$ cat config.mk
export PLATFORM = sky130hd
export DESIGN_NAME = alu_seq
export DESIGN_NICKNAME = d
export VERILOG_FILES = /design/src/rtl/alu_seq.sv
export SDC_FILE = /design/constraint.sdc
export NUM_CORES = 1
export LEC_CHECK = 0
export BUFFER_PORTS_ARGS = -buffer_cell sky130_fd_sc_hd__clkbuf_2
export CELL_PAD_IN_SITES_DETAIL_PLACEMENT = 1
export CELL_PAD_IN_SITES_GLOBAL_PLACEMENT = 1
export CORE_MARGIN = 2
export CORE_UTILIZATION = 25
export CTS_BUF_LIST = sky130_fd_sc_hd__clkbuf_4
export CTS_CLUSTER_SIZE = 40
export DETAILED_ROUTE_END_ITERATION = 6
export PLACE_DENSITY_LB_ADDON = 0.12
export SYNTH_ARGS = -nofsm -noshare
export SYNTH_HDL_FRONTEND = slang
export SYNTH_SLANG_ARGS = --single-unit
$ cat constraint.sdc
create_clock -name clk -period 6.1 [get_ports clk]
set_input_delay 0.915 -clock clk [delete_from_list [all_inputs] [get_ports clk]]
set_output_delay 0.915 -clock clk [all_outputs]
set_load 0.01 [all_outputs]
$ cat src/rtl/alu_seq.sv
// Sequential ALU with a valid/ready handshake: logic ops finish in one cycle, shifts take one cycle per bit.
// The shift-add multiplier (code 9) is built only when ALU_SEQ_MUL_EN is defined.
module alu_seq #(
    parameter int WIDTH = 32
) (
    input  logic             clk,
    input  logic             rst_n,
    input  logic             in_valid,
    output logic             in_ready,
    input  logic [3:0]       alu_control,
    input  logic [WIDTH-1:0] a,
    input  logic [WIDTH-1:0] b,
    output logic             out_valid,
    input  logic             out_ready,
    output logic [WIDTH-1:0] result,
    output logic             zero
);

    // state | meaning
    // IDLE  | waiting for a request, in_ready high
    // SHIFT | shifting acc by one bit per cycle, cnt counts remaining bits
    // MUL   | one shift-add step per cycle, cnt counts remaining steps
    // DONE  | result presented, waiting for out_ready

    localparam int SW = $clog2(WIDTH);
    localparam int CW = SW + 1;

    localparam logic [1:0] S_IDLE  = 2'd0;
    localparam logic [1:0] S_SHIFT = 2'd1;
`ifdef ALU_SEQ_MUL_EN
    localparam logic [1:0] S_MUL   = 2'd2;
`endif
    localparam logic [1:0] S_DONE  = 2'd3;

    localparam logic [3:0] OP_AND = 4'd0;
    localparam logic [3:0] OP_OR  = 4'd1;
    localparam logic [3:0] OP_ADD = 4'd2;
    localparam logic [3:0] OP_XOR = 4'd3;
    localparam logic [3:0] OP_SLL = 4'd4;
    localparam logic [3:0] OP_SRL = 4'd5;
    localparam logic [3:0] OP_SUB = 4'd6;
    localparam logic [3:0] OP_SLT = 4'd7;
    localparam logic [3:0] OP_SRA = 4'd8;
`ifdef ALU_SEQ_MUL_EN
    localparam logic [3:0] OP_MUL = 4'd9;
`endif
    localparam logic [3:0] OP_NOR = 4'd12;

    logic [1:0]       state;
    logic [3:0]       op_q;
    logic [WIDTH-1:0] acc;
    logic [WIDTH-1:0] result_q;
    logic             zero_q;
    logic [CW-1:0]    cnt;

    logic [SW-1:0]    shamt;
    logic             is_shift;
    logic [WIDTH-1:0] comb_res;
    logic [WIDTH-1:0] shift_next;
    logic             slt_lt;

    assign shamt    = b[SW-1:0];
    assign is_shift = (alu_control == OP_SLL) || (alu_control == OP_SRL) ||
                      (alu_control == OP_SRA);
    assign slt_lt   = $signed(a) < $signed(b);

    always_comb begin
        comb_res = '0;
        case (alu_control)
            OP_AND: comb_res = a & b;
            OP_OR:  comb_res = a | b;
            OP_ADD: comb_res = a + b;
            OP_XOR: comb_res = a ^ b;
            OP_SUB: comb_res = a - b;
            OP_SLT: comb_res = {{(WIDTH-1){1'b0}}, slt_lt};
            OP_NOR: comb_res = ~(a | b);
            default: comb_res = '0;
        endcase
    end

    always_comb begin
        shift_next = acc;
        case (op_q)
            OP_SLL:  shift_next = {acc[WIDTH-2:0], 1'b0};
            OP_SRL:  shift_next = {1'b0, acc[WIDTH-1:1]};
            OP_SRA:  shift_next = {acc[WIDTH-1], acc[WIDTH-1:1]};
            default: shift_next = acc;
        endcase
    end

`ifdef ALU_SEQ_MUL_EN
    logic [WIDTH-1:0] mcand;
    logic [WIDTH-1:0] mplier;
    logic [WIDTH-1:0] mul_sum;

    assign mul_sum = mplier[0] ? (acc + mcand) : acc;
`endif

    always_ff @(posedge clk or negedge rst_n) begin
        if (!rst_n) begin
            state    <= S_IDLE;
            op_q     <= '0;
            acc      <= '0;
            result_q <= '0;
            zero_q   <= 1'b1;
            cnt      <= '0;
`ifdef ALU_SEQ_MUL_EN
            mcand    <= '0;
            mplier   <= '0;
`endif
        end else begin
            case (state)
                S_IDLE: begin
                    if (in_valid) begin
                        op_q <= alu_control;
                        if (is_shift) begin
                            if (shamt == '0) begin
                                result_q <= a;
                                zero_q   <= (a == '0);
                                state    <= S_DONE;
                            end else begin
                                acc   <= a;
                                cnt   <= {1'b0, shamt};
                                state <= S_SHIFT;
                            end
`ifdef ALU_SEQ_MUL_EN
                        end else if (alu_control == OP_MUL) begin
                            acc    <= '0;
                            mcand  <= a;
                            mplier <= b;
                            cnt    <= CW'(WIDTH);
                            state  <= S_MUL;
`endif
                        end else begin
                            result_q <= comb_res;
                            zero_q   <= (comb_res == '0);
                            state    <= S_DONE;
                        end
                    end
                end
                S_SHIFT: begin
                    acc <= shift_next;
                    cnt <= cnt - CW'(1);
                    if (cnt == CW'(1)) begin
                        result_q <= shift_next;
                        zero_q   <= (shift_next == '0);
                        state    <= S_DONE;
                    end
                end
`ifdef ALU_SEQ_MUL_EN
                S_MUL: begin
                    // Low bits of the product only; bits shifted out of mcand are dropped.
                    acc    <= mul_sum;
                    mcand  <= {mcand[WIDTH-2:0], 1'b0};
                    mplier <= {1'b0, mplier[WIDTH-1:1]};
                    cnt    <= cnt - CW'(1);
                    if (cnt == CW'(1)) begin
                        result_q <= mul_sum;
                        zero_q   <= (mul_sum == '0);
                        state    <= S_DONE;
                    end
                end
`endif
                S_DONE: begin
                    if (out_ready) begin
                        state <= S_IDLE;
                    end
                end
                default: state <= S_IDLE;
            endcase
        end
    end

    assign in_ready  = (state == S_IDLE);
    assign out_valid = (state == S_DONE);
    assign result    = result_q;
    assign zero      = zero_q;

endmodule

== Word-level counts from Yosys, hierarchy flattened ==
Cells that the tools add are included.
Word-level totals
  flip-flop bits (word level): 77
  input bits: 72
  output and inout bits: 35
  logic and storage cells: 74
Operators by class
  add/subtract/negate cells: 3
  $lt $le $gt $ge: 1
  eq/ne operators: 21
  multiplexer cells: 26
  bitwise operators: 4
  reductions and logical operators: 13
Operators by type and width (count)
  2-to-1 mux 32 bit: 7
  case mux 32 bit (7 select lines): 1
  case mux 32 bit (2 select lines): 2
  logical NOT 32 bit: 3
  case mux 32 bit (3 select lines): 1
  adder 32 bit: 1
  AND 32 bit: 1
  less-than comparator 32 bit: 1
  inverter 32 bit: 1
  bitwise OR 32 bit: 1
  subtractor 32 bit: 1
  bitwise XOR 32 bit: 1
  == test 4 x 3 -> 1 bit, second input constant: 6
  2-to-1 mux 6 bit: 3
  == test 4 bit, second input constant: 3
  case mux 6 bit (2 select lines): 1
  2-to-1 mux 2 bit: 5
  == test 4 x 2 -> 1 bit, second input constant: 2
  AND reduction 4 bit: 2
  == test 6 x 1 -> 1 bit, second input constant: 1
  inequality test 2 bit, second input constant: 3
  case mux 2 bit (3 select lines): 1
  subtractor 6 x 1 -> 6 bit, second input constant: 1
  logical NOT 5 bit: 1
  13 further kinds: 18

== Longest topological paths before layout ==
Gate-level depths: netlist of run 1.
  depth in word-level cells: 7
  mapped depth: 13
  mapped depth without buffers: 13

== Least setup slack after synthesis of run 1 ==
OpenSTA, ideal clock, no wires.
  path kind: input to register
  from: in a[0]
  to: reg zero_q, in the netlist zero
  library setup time: 97 ps
  arrival: 3720 ps
  required time: 6003 ps
  setup slack: 2283 ps
  stages on the path: 13
  buffers on the path: 0
  path through: ha_1 > inv_1 > fa_1 > nor2b_1 > o2111ai_2 > a211oi_1 > nor3_1 > o41ai_1 > xnor2_1 > o21ai_1 > nor4_1 > nand4_1 > o41ai_2
Between the ends
  cells in the longest elaborated chain, start to end: 7
  elaborated cells between the ends (all ways): 14
  those cells by class: add/sub (2); order compare (1); mux (5); bitwise (4); reduce/logical (2)
RTL lines
  start, declared: line 11  | input logic [WIDTH-1:0] a,
  parallel branches: the longest is 4 deep, another holds subtractor 32 bit
  2-to-1 mux 1 bit (*): line 116  | if (is_shift) begin
  2-to-1 mux 1 bit (*): line 114  | if (in_valid) begin
  case mux 1 bit (2 select lines) (*): line 112  | case (state)
  end signal, assigned: line 119  | zero_q <= (a == '0);
  end signal, assigned: line 136  | zero_q <= (comb_res == '0);
  end signal, assigned: line 146  | zero_q <= (shift_next == '0);
  end, declared: line 53  | logic zero_q;
Mark *: on every way between the ends. The select of a mux whose other input is x is not followed.
A chain may end at the register's enable or synchronous reset.

== Worst setup path after layout of run 1 ==
Same ends and word-level chain as after synthesis.

==> impl_metrics.csv, run 1 <==
group,metric,value,unit
floorplanning,fp-row-count,75,
floorplanning,start_util,25.3,%
global_route,overflow,0,
worst_setup_path,crit_family,"compound AO/OA/AOI/OAI gates",
route,wl_met3,2870,µm
route,dr_wl_met2,24400,µm
route,first_pass_iters,7,
floorplanning,dieArea,44000,µm²
power,p_leak,5.15,nW
sta,fmax,0.213,GHz
worst_setup_path,crit_buf_inv,2,
route,drc_errors,19,
clocking,post_cts_resized,0,
placement,place_congestion,0.908,
global_route,antenna_found_initial,3,
cells_and_area,layout.nets,1643,
worst_setup_path,cp-start-kind,"input port",
worst_setup_path,critPathRequiredTime,6470,ps
clocking,cts_tree,"done",
route,highest_layer,"met5",
clocking,postCtsSetupRepairBufs,0,
placement,portBuffers,106,
sta,holdWs,298,ps
yosys,ys_async_sr_fraction,100,%
global_route,grt_max_degree,62,
global_route,grt_pass1_wl,79900,µm
cells_and_area,final_common_cell,"nand2_1",
route,via_count,11929,
floorplanning,io_pins,107,
sta,tightest_slew,1080,ps
yosys,yosys_warnings,0,
yosys,synth-seq-cells,77,
placement,dpl_cell_area,11600,µm²
cells_and_area,nFillCells,5146,
route,route.layer.met1.wl,25000,µm
clocking,cts_made_buffers,9,
yosys,synthFlopType,"dfrtp_1",
route,ant_nets,0,
route,drt-total-wl,53900,µm
worst_setup_path,path_max_fanout,6,
yosys,synthDistinctLibCells,95,
clocking,cts_sinks,77,
worst_setup_path,critPathArrivalTime,5060,ps
route,post_drt_wl_per_cell,26.9,µm
yosys,synth_edf_count,0,
yosys,synth_fp_nets,1597,
clocking,htree_num_levels,3,
clocking,cts_buffer_depth,2,
global_route,grtUsageTotal,24.1,%
yosys,syn_area_per_cell,7.49,µm²
floorplanning,die_w,210,µm
sta,period_needed,4690,ps
sta,fin_tns_setup,0,ps
status,violations,"design-rule violations",
sta,finalCritPeriodShare,77.0,%
floorplanning,die_h,210,µm
sta,rsz0062_at_grt,"false",
yosys,syn_inst,1413,
sta,skew,24.9,ps
global_route,grt_pass1_vias,11817,
worst_setup_path,path_cells,"clkbuf_2, ha_1, inv_1, fa_1, nor2b_1, o2111ai_2, a211oi_1, nor3_1, and3_1, o2bb2ai_1, nand3_1, nor4_1, nand4_1, o41ai_2",
worst_setup_path,crit_slowest_cell,"a211oi_1",
sta,setup_violations,0,
sta,relSlewSlack,27.9,%
cells_and_area,final_cell_mix,"nand2_1 (128), nor2_1 (119), a21oi_1 (114)",
route,viasPerCell,5.95,
cells_and_area,final_cell_area,11800,µm²
clocking,cts.clk_slew.worst_paths,130,ps
worst_setup_path,slowest_delay,630,ps
sta,finalMaxSlewViolations,0,
clocking,ctsHoldBuffers,0,
yosys,yosysSeqAreaShare,18.2,%
clocking,cts_root_buffer,"clkbuf_4",
floorplanning,coreArea,41900,µm²
power,p_per_area,322,nW/µm²
worst_setup_path,crit_type,"input port to flip-flop",
yosys,netlist_area,10600,µm²
run,cap_viol_max_count,0,
placement,dp_hpwl,42200,µm
cells_and_area,drive_above_1_share,14.7,%
sta,hold_violations,0,
cells_and_area,area_growth,11.4,%
worst_setup_path,crit_path_end_kind,"flip-flop",
min_path,worstHoldPathType,"input port to async pin",
route,drtIter0Drc,1212,
power,ir_drop,173,µV
clocking,clk_latency,460,ps
status,outcome,"finished, violations left",
==> report_power, final <==
part | internal, mW | leakage (nW) | switching (mW) | total (mW)
sequential | 0.759 | 0.961 | 0.241 | 1.00
clock | 0.129 | 0.0740 | 0.201 | 0.330
combinational | 0.845 | 4.11 | 1.62 | 2.47
==> area by class of cell <==
type                       instances  area [µm²]  area share [%]
antenna                            1        2.50          0.0212
timing repair buffer             136         758            6.44
sequential                        77        1930            16.4
tap                              539         674            5.72
clock buffer                      10        75.1           0.637
multi-input combinational       1130        7890            66.9
inverter                         105         394            3.35
clock inverter                     6        63.8           0.542
==> sequential cells by signal, indices dropped and copies added (netlist names) <==
| signal | flops |
|---|---|
| acc | 32 |
| cnt | 6 |
| op_q | 4 |
| result | 32 |
| state | 2 |
| zero | 1 |
==> per-layer routing <==
metal  vias to the layer above  track usage [%]
li1                       5434                -
met1                      6017             33.8
met2                       400             38.7
met3                        74             2.68
met4                         4             7.39
met5                         -                0
==> per-stage QoR <==
stage / setup slack [ps] / total power, mW / std cells / util, %
finish: 1410 / 3.80 / 2004 / 28.1
global route: 1290 / 4.12 / 2004 / 28.1
CTS: 1420 / 3.81 / 2003 / 28.1
detailed placement: 948 / 3.47 / 1987 / 27.8
global placement: 905 / 3.45 / 1987 / 27.8
floorplan: 2280 / 2.55 / 1413 / -
==> cell usage after synthesis (all sizes together), types with 7 or more instances <==
library cell,instances,area share [%]
a211oi,24,1.8
o211ai,29,2.1
ha,110,13
buf,33,1.7
a22oi,19,1.3
nor2,122,4.4
a221o,31,2.9
o22ai,15,0.89
or3,10,0.59
o221ai,12,1.1
o31a,7,0.58
a31oi,12,0.71
dfrtp,76,18
mux2i,9,0.85
a222oi,30,2.8
o21a,10,0.71
nand2b,11,0.65
nor4,28,1.7
o2111ai,8,0.72
inv,102,3.6
or2,9,0.53
nor3b,7,0.59
a21o,25,1.8
a21oi,117,5.6
nor3,36,1.8
mux2,12,1.3
a221oi,16,1.4
o41ai,7,0.72
o31ai,24,1.9
o21ai,78,3.8
clkbuf,68,2.4
nand2,129,4.6
and2,11,0.65
nor2b,13,0.77
xnor2,9,0.75
nand4,19,1.1
nand3,41,1.9
==> final timing paths <==
kind / start / slack [ps] / cells after the start / endpoint
min: rst_n / 300 / 1 / acc[13]
max: a[0] / 1410 / 14 / zero
max in group asynchronous: rst_n / 4670 / 2 / result[23]
max reg2reg: op_q[0] / 2180 / 10 / zero
min in group clk: result[9] / 490 / 2 / result[9]
min reg2reg: result[9] / 490 / 2 / result[9]
==> worst register-to-register path: cells and delay by family (launching register included) <==
kind            cells  cell delay [ps]
flops               1              470
simple gates        5             1530
compound gates      5             1830
==> cell families after synthesis <==
family                   count (synthesis)  share of synthesized area (%)
multiplexers                            21                           2.13
buffers and inverters                  206                           7.83
XOR/XNOR                                10                          0.828
flip-flops                              77                           18.2
AO/OA/AOI/OAI                          526                           36.4
adder cells (fa/ha/maj)                112                           13.4
AND/OR/NAND/NOR                        461                           21.2
(Power assumes the default switching activity.)
==> run 2, diff against run 1 <==
- clock period: 6.1 -> 4.1 ns (I/O delays scaled with it)
==> impl_metrics.csv, run 2 (synthesis gave the netlist of run 1 again) <==
group,metric,value,unit
status,outcome,"complete, no violations",
power,ir_drop,319,µV
sta,skew,23.0,ps
power,p_clk_share,10.2,%
clocking,cts_sinks,77,
clocking,htree_num_levels,3,
worst_setup_path,crit_path_end_kind,"flip-flop",
clocking,cts_tree,"done",
worst_setup_path,crit_slowest_cell,"fa_1",
route,drt-total-wl,56900,µm
worst_setup_path,crit_type,"input port to flip-flop",
placement,place_congestion,0.887,
run,cap_viol_max_count,0,
sta,postLayoutSetupSlackWorst,162,ps
placement,post-place-ws,-566,ps
worst_setup_path,cp-start-kind,"input port",
route,post_drt_wl_per_cell,25.8,µm
floorplanning,dieArea,44000,µm²
global_route,grt_pass1_wl,84500,µm
global_route,overflow,0,
worst_setup_path,critPathRequiredTime,4500,ps
placement,dp_hpwl,45600,µm
clocking,cts_made_buffers,9,
placement,dpl_cell_area,13200,µm²
cells_and_area,layout.nets,1844,
floorplanning,coreArea,41900,µm²
route,first_pass_iters,6,
route,viasPerCell,5.72,
floorplanning,fp-row-count,75,
floorplanning,die_w,210,µm
cells_and_area,drive_above_1_share,25.1,%
worst_setup_path,path_max_fanout,4,
power,switching_share,51.8,%
clocking,cts_root_buffer,"clkbuf_4",
cells_and_area,instances_no_fill,2205,
cells_and_area,final_common_cell,"buf_4",
worst_setup_path,slowest_delay,410,ps
sta,finalMaxSlewViolations,0,
clocking,cts.clk_slew.worst_paths,140,ps
global_route,grtUsageTotal,25.6,%
power,total_power,6.11,mW
global_route,grt_max_degree,72,
clocking,clk_latency,510,ps
min_path,worstHoldPathType,"input port to async pin",
cells_and_area,final_cell_area,13400,µm²
sta,fin_tns_setup,0,ps
sta,hold_violations,0,
power,pwr-share-comb,65.3,%
sta,tightest_slew,1070,ps
power,p_leak,6.16,nW
clocking,ctsHoldBuffers,0,
power,seq_power_share,24.5,%
floorplanning,die_h,210,µm
cells_and_area,area_growth,26.5,%
worst_setup_path,crit_buf_inv,3,
floorplanning,start_util,25.3,%
worst_setup_path,critPathArrivalTime,4340,ps
route,via_count,12611,
sta,relSlewSlack,28.5,%
power,p_per_area,456,nW/µm²
route,drtIter0Drc,1069,
route,ant_nets,0,
global_route,antenna_found_initial,1,
sta,finalCritPeriodShare,96.1,%
worst_setup_path,path_cells,"clkbuf_2, inv_1, ha_1, fa_1, nor3_1, o31ai_1, a21oi_2, o211ai_1, o22ai_2, o2bb2ai_2, nand4_1, nor4_1, buf_4, nand4_1, o41ai_2",
sta,period_needed,3940,ps
floorplanning,io_pins,107,
global_route,grt_pass1_vias,12641,
sta,holdWs,188,ps
sta,rsz0062_at_grt,"false",
clocking,cts_buffer_depth,2,
cells_and_area,fin_util,32.0,%
placement,post-place-cells,2188,
cells_and_area,final_cell_mix,"buf_4 (229), nand2_1 (128), nor2_1 (120)",
worst_setup_path,worst_path_most_repeated_cell,"nand4_1",
clocking,postCtsSetupRepairBufs,0,
placement,portBuffers,106,
power,p_sw,3.17,mW
route,drc_errors,0,
sta,fmax,0.254,GHz
worst_setup_path,crit_family,"compound AO/OA/AOI/OAI gates",
power,internal_power,2.94,mW
sta,setup_violations,0,
## run 2: final timing paths
kind	startpoint	slack, ps	end	cells after the start
setup reg to reg	op_q[0]	430	zero	10
hold / removal	rst_n	190	acc[13]	1
hold reg to reg	result[9]	480	result[9]	2
setup / recovery	a[0]	160	zero	15
min in group clk	out_ready	320	state[0]	2
max in group asynchronous	rst_n	3000	zero	2
## run 2: power groups by stage
stage,sequential (mW),clock [mW],combinational [mW]
after CTS,1.49,0.643,3.98
after global placement,1.49,0,3.91
final,1.50,0.623,3.99
after detailed placement,1.51,0,3.95
after global routing,1.54,0.668,4.38
after floorplan,1.44,0,2.34
## run 2: routing by layer
layer,track usage [%],share of wire [%],vias up
li1,-,-,5836
met4,5.38,1.6,0
met5,0,0,-
met3,2.29,4.6,47
met2,42.2,46,374
met1,36.3,47,6354
## run 2: area by class of cell
class,instances,area (µm²)
fill,5113,28500
multi-input combinational,1130,7900
timing repair buffer,337,2300
sequential,77,1930
tap,539,674
inverter,105,394
clock inverter,6,113
clock buffer,9,67.6
antenna,2,5.00
## run 2: repair_timing
action | in CTS | in global routing
resized for setup | 1 | 2
pin swaps | 0 | 0
endpoints found under the setup margin | 1 | 1
==> run 3, diff against run 2 <==
- RECOVER_POWER: unset -> 50
==> impl_metrics.csv, run 3 (synthesis gave the netlist of run 1 again) <==
group,metric,value,unit
sta,finalMaxSlewViolations,59,
worst_setup_path,crit_family,"compound AO/OA/AOI/OAI gates",
worst_setup_path,worst_path_most_repeated_cell,"nand4_1",
worst_setup_path,cp-start-kind,"input port",
clocking,cts_made_buffers,9,
clocking,cts.clk_slew.worst_paths,130,ps
clocking,cts_tree,"done",
global_route,grt_pass1_wl,84500,µm
global_route,overflow,0,
sta,tightest_slew,3470,ps
placement,place_congestion,0.887,
worst_setup_path,crit_type,"input port to flip-flop",
cells_and_area,final_common_cell,"buf_4",
route,viasPerCell,5.71,
worst_setup_path,path_max_fanout,4,
floorplanning,die_h,210,µm
placement,portBuffers,106,
route,drt-total-wl,56900,µm
min_path,hp-start,"out_ready",
clocking,cts_sinks,77,
worst_setup_path,crit_buf_inv,3,
sta,finalCritPeriodShare,96.0,%
power,ir_drop,319,µV
sta,skew,23.7,ps
floorplanning,dieArea,44000,µm²
route,post_drt_wl_per_cell,25.8,µm
sta,period_needed,3940,ps
floorplanning,coreArea,41900,µm²
floorplanning,start_util,25.3,%
cells_and_area,drive_above_1_share,24.2,%
sta,postLayoutSetupSlackWorst,163,ps
status,violations,"max-capacitance violations, max-slew violations",
route,drtIter0Drc,1112,
placement,post-place-cells,2188,
cells_and_area,final_cell_area,13400,µm²
route,via_count,12584,
route,ant_nets,0,
clocking,cts_buffer_depth,2,
route,drc_errors,0,
clocking,cts_root_buffer,"clkbuf_4",
cells_and_area,multi_input_area,7890,µm²
global_route,grtUsageTotal,25.6,%
worst_setup_path,critPathArrivalTime,4330,ps
min_path,worstHoldPathType,"input port to flip-flop",
placement,post-place-ws,-566,ps
sta,rsz0062_at_grt,"false",
sta,holdWs,322,ps
cells_and_area,layout.nets,1844,
cells_and_area,nFillCells,5120,
power,p_per_area,456,nW/µm²
clocking,clk_latency,510,ps
worst_setup_path,slowest_delay,410,ps
placement,dp_hpwl,45600,µm
global_route,grt_max_degree,72,
floorplanning,die_w,210,µm
worst_setup_path,path_cells,"clkbuf_2, inv_1, ha_1, fa_1, nor3_1, o31ai_1, a21oi_2, o211ai_1, o22ai_2, o2bb2ai_2, nand4_1, nor4_1, buf_4, nand4_1, o41ai_2",
sta,setup_violations,0,
cells_and_area,final_cell_mix,"buf_4 (226), nand2_1 (128), nor2_1 (120)",
sta,relSlewSlack,-131,%
worst_setup_path,startpoint,"a[0]",
worst_setup_path,crit_slowest_cell,"fa_1",
worst_setup_path,critPathRequiredTime,4500,ps
cells_and_area,regArea,1930,µm²
clocking,htree_num_levels,3,
floorplanning,fp-row-count,75,
status,outcome,"finished, violations left",
run,cap_viol_max_count,1,
clocking,postCtsSetupRepairBufs,0,
global_route,grt_pass1_vias,12641,
cells_and_area,area_growth,26.2,%
sta,fmax,0.254,GHz
worst_setup_path,crit_path_end_kind,"flip-flop",
worst_setup_path,r2r-start,"op_q[0]",
power,p_leak,6.11,nW
floorplanning,io_pins,107,
route,first_pass_iters,7,
global_route,antenna_found_initial,1,
sta,hold_violations,0,
cells_and_area,instances_no_fill,2205,
placement,dpl_cell_area,13200,µm²
==> run 3: worst register-to-register path: stages, from the launching register on <==
cell and delay (ps):
dfrtp_1 470, nor2_1 110, nand2_1 90, a21o_1 370
buf_4 300, a222oi_1 550, nand4_1 130, or4_1 520
nor4_1 620, o22ai_1 260, o41ai_2 120
==> run 3: path summary, 6_finish.rpt <==
kind,endpoint,slack (ps),cells past startpoint
worst max register to register,zero,450,10
max in group asynchronous,zero,830,2
worst max-delay path,zero,160,15
min in group asynchronous,acc[13],1270,1
worst min register to register,result[9],480,2
worst min-delay path,state[0],320,2
==> run 3: what timing repair did <==
action	CTS	global route
resized for setup	1	2
endpoints found under the setup margin	1	1
hold buffers	0	0
==> run 3: layout make-up <==
| type | count | share of cell area, % |
|---|---|---|
| multi-input cells | 1130 | 59.1 |
| repair buffers | 337 | 17.1 |
| flip-flops and latches | 77 | 14.4 |
| well taps | 539 | 5.05 |
| inverters | 105 | 2.95 |
| clock inverters | 6 | 0.843 |
| clock buffers | 9 | 0.506 |
| diodes | 2 | 0.0375 |
==> run 3: metal layers <==
metal / part of all wire [%] / track usage [%]
met3: 4.9 / 2.29
met4: 1.6 / 5.38
met1: 47 / 36.3
met2: 47 / 42.2
met5: 0 / 0
==> run 3: through the flow <==
stage | utilization (%) | setup TNS (ps) | total power [mW]
after detailed placement | 31.5 | -643 | 5.46
after global routing | 31.9 | 0 | 6.58
after floorplan | - | 0 | 3.79
after CTS | 31.9 | 0 | 6.11
after global placement | 31.5 | -448 | 5.40
final | 31.9 | 0 | 6.08
==> run 3: power breakdown <==
group	switching (mW)	internal, mW
clock network	0.315	0.306
registers	0.363	1.13
logic	2.48	1.49
